===== src/rtl/phase_shift_sequencer_pkg.sv =====
// Shared definitions for the phase-shift sequencer: state codes (also used by the
// VME readback decoder), quadrant field width and a counter sizing helper.
package phase_shift_sequencer_pkg;

  typedef enum logic [2:0] {
    S_IDLE   = 3'd0,
    S_CHECK  = 3'd1,
    S_STEP   = 3'd2,
    S_WAIT   = 3'd3,
    S_QUAD   = 3'd4,
    S_SETTLE = 3'd5,
    S_DONE   = 3'd6
  } state_e;

  localparam int QUAD_W = 2;

  // Bits needed to hold the value max_count.
  function automatic int cnt_width(input int max_count);
    return (max_count < 2) ? 1 : $clog2(max_count + 1);
  endfunction

endpackage


===== src/rtl/phase_shift_sequencer_if.sv =====
// Config/DCM-side signal bundle of one phase-shifter channel. The master drives the
// strobe, target and DCM status; the slave is the sequencer.
interface phase_shift_sequencer_if #(
  parameter int FINE_BITS = 6
);
  localparam int PHASE_W = FINE_BITS + 2;

  logic               fire;
  logic [PHASE_W-1:0] phase_target;
  logic               dcm_locked;
  logic               psdone;
  logic               psen;
  logic               psincdec;
  logic               hcycle;
  logic               qcycle;
  logic               busy;
  logic               done;
  logic [PHASE_W-1:0] phase_current;
  logic               lock_err;
  logic               timeout_err;
  logic [2:0]         sm_state;

  modport master (
    output fire, phase_target, dcm_locked, psdone,
    input  psen, psincdec, hcycle, qcycle, busy, done,
           phase_current, lock_err, timeout_err, sm_state
  );

  modport slave (
    input  fire, phase_target, dcm_locked, psdone,
    output psen, psincdec, hcycle, qcycle, busy, done,
           phase_current, lock_err, timeout_err, sm_state
  );

endinterface


===== src/rtl/phase_shift_sequencer_ps_step_handshake.sv =====
// One DCM fine-phase step: a single-clock PSEN pulse, then a bounded wait for PSDONE.
// step_ok / step_timeout are valid only while the wait is open.
module ps_step_handshake
  import phase_shift_sequencer_pkg::*;
#(
  parameter int TIMEOUT_CYCLES = 255
) (
  input  logic clock,
  input  logic reset_n,
  input  logic start_i,
  input  logic abort_i,
  input  logic psdone_i,
  output logic psen_o,
  output logic step_ok_o,
  output logic step_timeout_o
);

  localparam int CNT_W = cnt_width(TIMEOUT_CYCLES);

  logic             psen_q;
  logic             waiting_q;
  logic [CNT_W-1:0] cnt_q;

  // NOTE: sequential state uses non-blocking assignments only, so every register
  // samples pre-edge values and simulation matches the synthesized flops.
  always_ff @(posedge clock or negedge reset_n) begin
    if (!reset_n) begin
      psen_q    <= 1'b0;
      waiting_q <= 1'b0;
      cnt_q     <= '0;
    end else if (abort_i) begin
      psen_q    <= 1'b0;
      waiting_q <= 1'b0;
      cnt_q     <= '0;
    end else begin
      psen_q <= start_i;
      if (psen_q) begin
        waiting_q <= 1'b1;
        cnt_q     <= CNT_W'(TIMEOUT_CYCLES - 1);
      end else if (waiting_q) begin
        if (psdone_i || cnt_q == '0) begin
          waiting_q <= 1'b0;
        end else begin
          cnt_q <= cnt_q - CNT_W'(1);
        end
      end
    end
  end

  assign psen_o         = psen_q;
  assign step_ok_o      = waiting_q & psdone_i;
  assign step_timeout_o = waiting_q & ~psdone_i & (cnt_q == '0);

endmodule


===== src/rtl/phase_shift_sequencer.sv =====
// Phase-shifter channel controller: walks the DCM fine phase to the target one step at
// a time, then applies the clock_mux quadrant and holds busy for the 160MHz sync.
module phase_shift_sequencer
  import phase_shift_sequencer_pkg::*;
#(
  parameter int FINE_BITS      = 6,
  parameter int TIMEOUT_CYCLES = 255,
  parameter int SETTLE_CYCLES  = 8
) (
  input  logic                    clock,
  input  logic                    reset_n,
  phase_shift_sequencer_if.slave  bus
);

  localparam int SET_W = cnt_width(SETTLE_CYCLES);

  state_e               state_q;
  logic [FINE_BITS-1:0] fine_tgt_q;
  logic [FINE_BITS-1:0] fine_cur_q;
  logic [QUAD_W-1:0]    quad_tgt_q;
  logic [QUAD_W-1:0]    quad_q;
  logic                 psincdec_q;
  logic                 lock_err_q;
  logic                 timeout_err_q;
  logic [SET_W-1:0]     settle_cnt_q;

  logic step_start;
  logic step_ok;
  logic step_timeout;
  logic psen;

  // The step is launched from CHECK so that PSEN is high exactly during STEP.
  assign step_start = (state_q == S_CHECK) && bus.dcm_locked && (fine_cur_q != fine_tgt_q);

  ps_step_handshake #(
    .TIMEOUT_CYCLES (TIMEOUT_CYCLES)
  ) u_step (
    .clock          (clock),
    .reset_n        (reset_n),
    .start_i        (step_start),
    .abort_i        (~bus.dcm_locked),
    .psdone_i       (bus.psdone),
    .psen_o         (psen),
    .step_ok_o      (step_ok),
    .step_timeout_o (step_timeout)
  );

  always_ff @(posedge clock or negedge reset_n) begin
    if (!reset_n) begin
      state_q       <= S_IDLE;
      fine_tgt_q    <= '0;
      fine_cur_q    <= '0;
      quad_tgt_q    <= '0;
      quad_q        <= '0;
      psincdec_q    <= 1'b0;
      lock_err_q    <= 1'b0;
      timeout_err_q <= 1'b0;
      settle_cnt_q  <= '0;
    end else if (state_q != S_IDLE && !bus.dcm_locked) begin
      // A relocking DCM comes back at zero shift; the quadrant mux is untouched.
      state_q    <= S_IDLE;
      lock_err_q <= 1'b1;
      fine_cur_q <= '0;
    end else begin
      case (state_q)
        S_IDLE: begin
          if (!bus.dcm_locked) fine_cur_q <= '0;
          if (bus.fire) begin
            if (bus.dcm_locked) begin
              fine_tgt_q    <= bus.phase_target[FINE_BITS-1:0];
              quad_tgt_q    <= bus.phase_target[FINE_BITS +: QUAD_W];
              lock_err_q    <= 1'b0;
              timeout_err_q <= 1'b0;
              state_q       <= S_CHECK;
            end else begin
              lock_err_q <= 1'b1;
            end
          end
        end
        S_CHECK: begin
          if (fine_cur_q != fine_tgt_q) begin
            psincdec_q <= (fine_tgt_q > fine_cur_q);
            state_q    <= S_STEP;
          end else if (quad_q != quad_tgt_q) begin
            state_q <= S_QUAD;
          end else begin
            state_q <= S_DONE;
          end
        end
        S_STEP: state_q <= S_WAIT;
        S_WAIT: begin
          if (step_ok) begin
            fine_cur_q <= psincdec_q ? fine_cur_q + FINE_BITS'(1)
                                     : fine_cur_q - FINE_BITS'(1);
            state_q    <= S_CHECK;
          end else if (step_timeout) begin
            timeout_err_q <= 1'b1;
            state_q       <= S_IDLE;
          end
        end
        S_QUAD: begin
          quad_q       <= quad_tgt_q;
          settle_cnt_q <= SET_W'(SETTLE_CYCLES - 1);
          state_q      <= S_SETTLE;
        end
        S_SETTLE: begin
          if (settle_cnt_q == '0) state_q <= S_DONE;
          else                    settle_cnt_q <= settle_cnt_q - SET_W'(1);
        end
        S_DONE:  state_q <= S_IDLE;
        default: state_q <= S_IDLE;
      endcase
    end
  end

  assign bus.psen          = psen;
  assign bus.psincdec      = psincdec_q;
  assign bus.hcycle        = quad_q[1];
  assign bus.qcycle        = quad_q[0];
  assign bus.busy          = (state_q != S_IDLE);
  assign bus.done          = (state_q == S_DONE);
  assign bus.phase_current = {quad_q, fine_cur_q};
  assign bus.lock_err      = lock_err_q;
  assign bus.timeout_err   = timeout_err_q;
  assign bus.sm_state      = state_q;

endmodule


===== src/flat_wrapper.sv =====
// flat-port wrapper written by rule: the top's interface ports become plain ports
module phase_shift_sequencer_flat import phase_shift_sequencer_pkg::*;
#(
  parameter int FINE_BITS      = 6,
  parameter int TIMEOUT_CYCLES = 255,
  parameter int SETTLE_CYCLES  = 8
)
  (clock, reset_n, bus_fire, bus_phase_target, bus_dcm_locked, bus_psdone, bus_psen, bus_psincdec, bus_hcycle, bus_qcycle, bus_busy, bus_done, bus_phase_current, bus_lock_err, bus_timeout_err, bus_sm_state);
  phase_shift_sequencer_if #(.FINE_BITS(FINE_BITS)) bus_i ();
  input  logic clock;
  input  logic reset_n;
  input wire logic [$bits(bus_i.fire)-1:0] bus_fire;
  input wire logic [$bits(bus_i.phase_target)-1:0] bus_phase_target;
  input wire logic [$bits(bus_i.dcm_locked)-1:0] bus_dcm_locked;
  input wire logic [$bits(bus_i.psdone)-1:0] bus_psdone;
  output wire logic [$bits(bus_i.psen)-1:0] bus_psen;
  output wire logic [$bits(bus_i.psincdec)-1:0] bus_psincdec;
  output wire logic [$bits(bus_i.hcycle)-1:0] bus_hcycle;
  output wire logic [$bits(bus_i.qcycle)-1:0] bus_qcycle;
  output wire logic [$bits(bus_i.busy)-1:0] bus_busy;
  output wire logic [$bits(bus_i.done)-1:0] bus_done;
  output wire logic [$bits(bus_i.phase_current)-1:0] bus_phase_current;
  output wire logic [$bits(bus_i.lock_err)-1:0] bus_lock_err;
  output wire logic [$bits(bus_i.timeout_err)-1:0] bus_timeout_err;
  output wire logic [$bits(bus_i.sm_state)-1:0] bus_sm_state;
  assign bus_i.fire = bus_fire;
  assign bus_i.phase_target = bus_phase_target;
  assign bus_i.dcm_locked = bus_dcm_locked;
  assign bus_i.psdone = bus_psdone;
  assign bus_psen = bus_i.psen;
  assign bus_psincdec = bus_i.psincdec;
  assign bus_hcycle = bus_i.hcycle;
  assign bus_qcycle = bus_i.qcycle;
  assign bus_busy = bus_i.busy;
  assign bus_done = bus_i.done;
  assign bus_phase_current = bus_i.phase_current;
  assign bus_lock_err = bus_i.lock_err;
  assign bus_timeout_err = bus_i.timeout_err;
  assign bus_sm_state = bus_i.sm_state;
  phase_shift_sequencer #(.FINE_BITS(FINE_BITS), .TIMEOUT_CYCLES(TIMEOUT_CYCLES), .SETTLE_CYCLES(SETTLE_CYCLES)) u_core (.clock(clock), .reset_n(reset_n), .bus(bus_i));
endmodule

===== config.mk =====
export PLATFORM = sky130hd
export DESIGN_NAME = phase_shift_sequencer_flat
export DESIGN_NICKNAME = d
export VERILOG_FILES = /design/src/rtl/phase_shift_sequencer_pkg.sv /design/src/rtl/phase_shift_sequencer_if.sv /design/src/rtl/phase_shift_sequencer_ps_step_handshake.sv /design/src/rtl/phase_shift_sequencer.sv /design/src/flat_wrapper.sv
export SDC_FILE = /design/constraint.sdc
export NUM_CORES = 1
export LEC_CHECK = 0
export CORE_UTILIZATION = 33
export DETAILED_ROUTE_END_ITERATION = 10
export GPL_TIMING_DRIVEN = 0
export SYNTH_ARGS = -nofsm -noshare
export SYNTH_HDL_FRONTEND = slang
export SYNTH_SLANG_ARGS = --single-unit
export TNS_END_PERCENT = 1

===== constraint.sdc =====
create_clock -name clock -period 5.3 [get_ports clock]
set_clock_uncertainty 0.2 [all_clocks]
set_input_delay 1.06 -clock clock [delete_from_list [all_inputs] [get_ports clock]]
set_output_delay 1.06 -clock clock [all_outputs]
set_load 0.02 [all_outputs]

==> out/qor.yml <==
r2r_setup_slack_ns: 3.05
holdBufCountCts: 0
worst_slew_pin_slew_ns: 0.8095
cts.path.max_buffers: 2
globalplace.congestion: 0.8289
cp-start-kind: "flip-flop"
hpwlAfterDp_microns: 3479
syn2layout_area_growth_pct: 22.72
coreArea_sq_um: 6350
yosysSeqAreaShare_pct: 41.62
diodes: 0
crit_required_ns: 4.04
grt_pass1_wl_microns: 8086
layout-drive-gt1-share_pct: 12.50
reg2reg_depth: 6
grt_usage_pct: 14.43
cap_violations: 0
synth_edf_count: 0
critical_path.max_stage_delay_ns: 0.54
finalCriticalPeriod_ns: 3.181
fmax_mhz: 314.3
crit_fanout: 10
place_inst: 325
wl_per_cell_microns: 14.30
rsz0062_at_grt: "false"
criticalPathCategory: "reg2out"
slew_headroom_pct: 46.04
gr-total-overflow: 0
avgViaCountPerCell: 5.165
fp.dieW_microns: 82.99
hold_depth: 1
drtIter0Drc: 104
arrival_ns: 1.92
dr.pass1.iters: 4
hold_viol: 0
io_pins: 32
hold_end: "u_core.bus.timeout_err$_DFFE_PN0P_"
p_per_area_nw_per_um2: 409.3
die_area_sq_um: 6887
end_kind: "output port"
syn_area_sq_um: 2165
io_buffers: 31
yosysTopAreaCell: "dfrtp_1"
std_cell_rows: 29
post_cts_buffers: 0
cts_max_level: 2
synth_area_leaders: "dfrtp_1, ha_1, mux2_2"
final_nets: 282
setup_viol: 0
hold_path_startpoint: "u_core.bus.timeout_err$_DFFE_PN0P_"
synthArstFlopShare_pct: 100.0
p_leak_nw: 1.133
cts.repair.resized: 0
irDropWorstVdd_uv: 199.3
hold_class: "reg2reg"
path_cells: "clkbuf_1, nor3_1, inv_1, clkdlybuf4s50_1"
clkTransAtPathRegs_ns: 0.07
root_buffer: "clkbuf_8"
yosysUniqueCellTypes: 50
status: "finished, final reports clean"
drc: 0
yosysWarnings: 0
drt_wl_total_microns: 4761
synthFlopType: "dfrtp_1"
clock_sinks: 36
drv_slew: 0
clkLatencyLatePin_ns: 0.28
synth_top_area_share_pct: 41.62
reg2reg_to: "u_core.fine_cur_q[5]$_DFFE_PN0P_"
synth_nets: 244
postRouteAntennaNets: 0
cts_tree: "yes"
critPathSlowestCell: "clkdlybuf4s50_1"
fin_cells: 333
die_h_microns: 82.99
final_util_pct: 41.83
start_util_pct: 34.09
rr_startpoint: "u_core.bus.psincdec$_DFFE_PN0P_"
num_vias: 1720
antenna_found_initial: 0
cts_inserted_buffers: 5
grt_max_degree: 37
tns_ns: 0
syn_area_per_cell_sq_um: 9.975
grt_pass1_vias: 1723
synth.ff_latch_count: 36
synthCells: 217
period_share_pct: 60.02
[power by group]
group | switching (mW) | internal, mW
Clock | 0.0927 | 0.106
Combinational | 0.237 | 0.227
Sequential | 0.0750 | 0.349
[cell type report]
class | instances | area (sq um)
plain buffers | 10 | 55.05
inverters | 19 | 71.32
repair buffers | 31 | 305.3
clock buffers | 8 | 90.09
fillers | 632 | 3694
flip-flops and latches | 36 | 900.9
multi-input cells | 152 | 1137
well taps | 77 | 96.34
[worst max path at each step]
stage / from / to / slack (ns) / depth (start not counted)
2_1_floorplan: u_core.bus.sm_state[2]$_DFFE_PN0P_ / bus_busy / 2.92 / 3
3_3_place_gp: bus_dcm_locked / u_core.quad_q[1]$_DFFE_PN0P_ / 2.03 / 4
3_5_place_dp: bus_dcm_locked / u_core.quad_q[0]$_DFFE_PN0P_ / 2.05 / 4
4_1_cts: u_core.bus.sm_state[2]$_DFFE_PN0P_ / bus_busy / 2.10 / 4
5_1_grt: u_core.bus.sm_state[2]$_DFFE_PN0P_ / bus_busy / 1.96 / 4
6_report: u_core.bus.sm_state[2]$_DFFE_PN0P_ / bus_busy / 2.12 / 4
[Yosys cell counts (all sizes together) (3+ instances only)]
cell	number
nor2	10
o21ai	6
or3	3
buf	5
xnor2	5
ha	13
nor2b	4
xor2	4
nor4	3
a21o	3
and3	4
mux2	11
o211ai	4
nand2	9
nand3	5
nand4	3
a21oi	12
clkbuf	5
dfrtp	36
inv	19
o21a	4
nor3	14
[logic make-up (layout without fill, tap and decap cells)]
family,Yosys count,count (layout),share of synthesized area [%]
AND/OR/NAND/NOR,72,72,19.42
AO/OA/AOI/OAI,44,44,14.39
flip-flops,36,36,41.62
buffers and inverters,29,68,5.838
adder cells (fa/ha/maj),14,14,8.440
multiplexers,13,13,6.647
XOR/XNOR,9,9,3.641
[metal layers]
| metal | vias up | wire length [microns] | GRT usage, % |
|---|---|---|---|
| met4 | 0 | 69 | 4.545 |
| met3 | 8 | 160 | 3.280 |
| met2 | 29 | 2261 | 23.47 |
| met5 | - | 0 | 0 |
| li1 | 853 | - | - |
| met1 | 830 | 2270 | 19.06 |
[placed cells by master, fill, tap and decap left out, drive strengths merged, types with 4 or more instances in the layout]
cell and instances:
o21ai 6, nand2 9, ha 13, o21a 4, mux2 11, xor2 4, clkbuf 13, clkdlybuf4s50 30
nand3 5, nor2b 4, nor3 14, xnor2 5, and3 4, dfrtp 36, buf 6, inv 19
o211ai 4, a21oi 12, nor2 10
[per-stage QoR]
step | power [mW] | area (sq um) | hold WS [ns] | worst slack [ns]
final | 1.087 | 2656 | 0.2966 | 2.119
after global placement | 0.8766 | 2571 | 0.2938 | 2.035
after floorplan | 0.7407 | 2165 | 0.2690 | 2.924
after CTS | 1.096 | 2656 | 0.3055 | 2.097
after detailed placement | 0.8924 | 2566 | 0.2897 | 2.051
after global routing | 1.170 | 2656 | 0.3454 | 1.958
[worst max-delay path: cells and delay by family (launching register included)]
family        cells  cell delay, ns
buf+inv           3            0.85
flops             1            0.42
simple gates      1            0.37
[state kept, by name, summed over array words and instances, names as in the netlist]
signal                   cells
u_core.u_step.cnt_q          8
u_core.fine_cur_q            6
u_core.fine_tgt_q            6
u_core.settle_cnt_q          4
u_core.bus.sm_state          3
u_core.quad_q                2
u_core.quad_tgt_q            2
u_core.bus.lock_err          1
u_core.bus.psincdec          1
u_core.bus.timeout_err       1
u_core.u_step.psen_o         1
u_core.u_step.waiting_q      1
(Power assumes the default switching activity.)
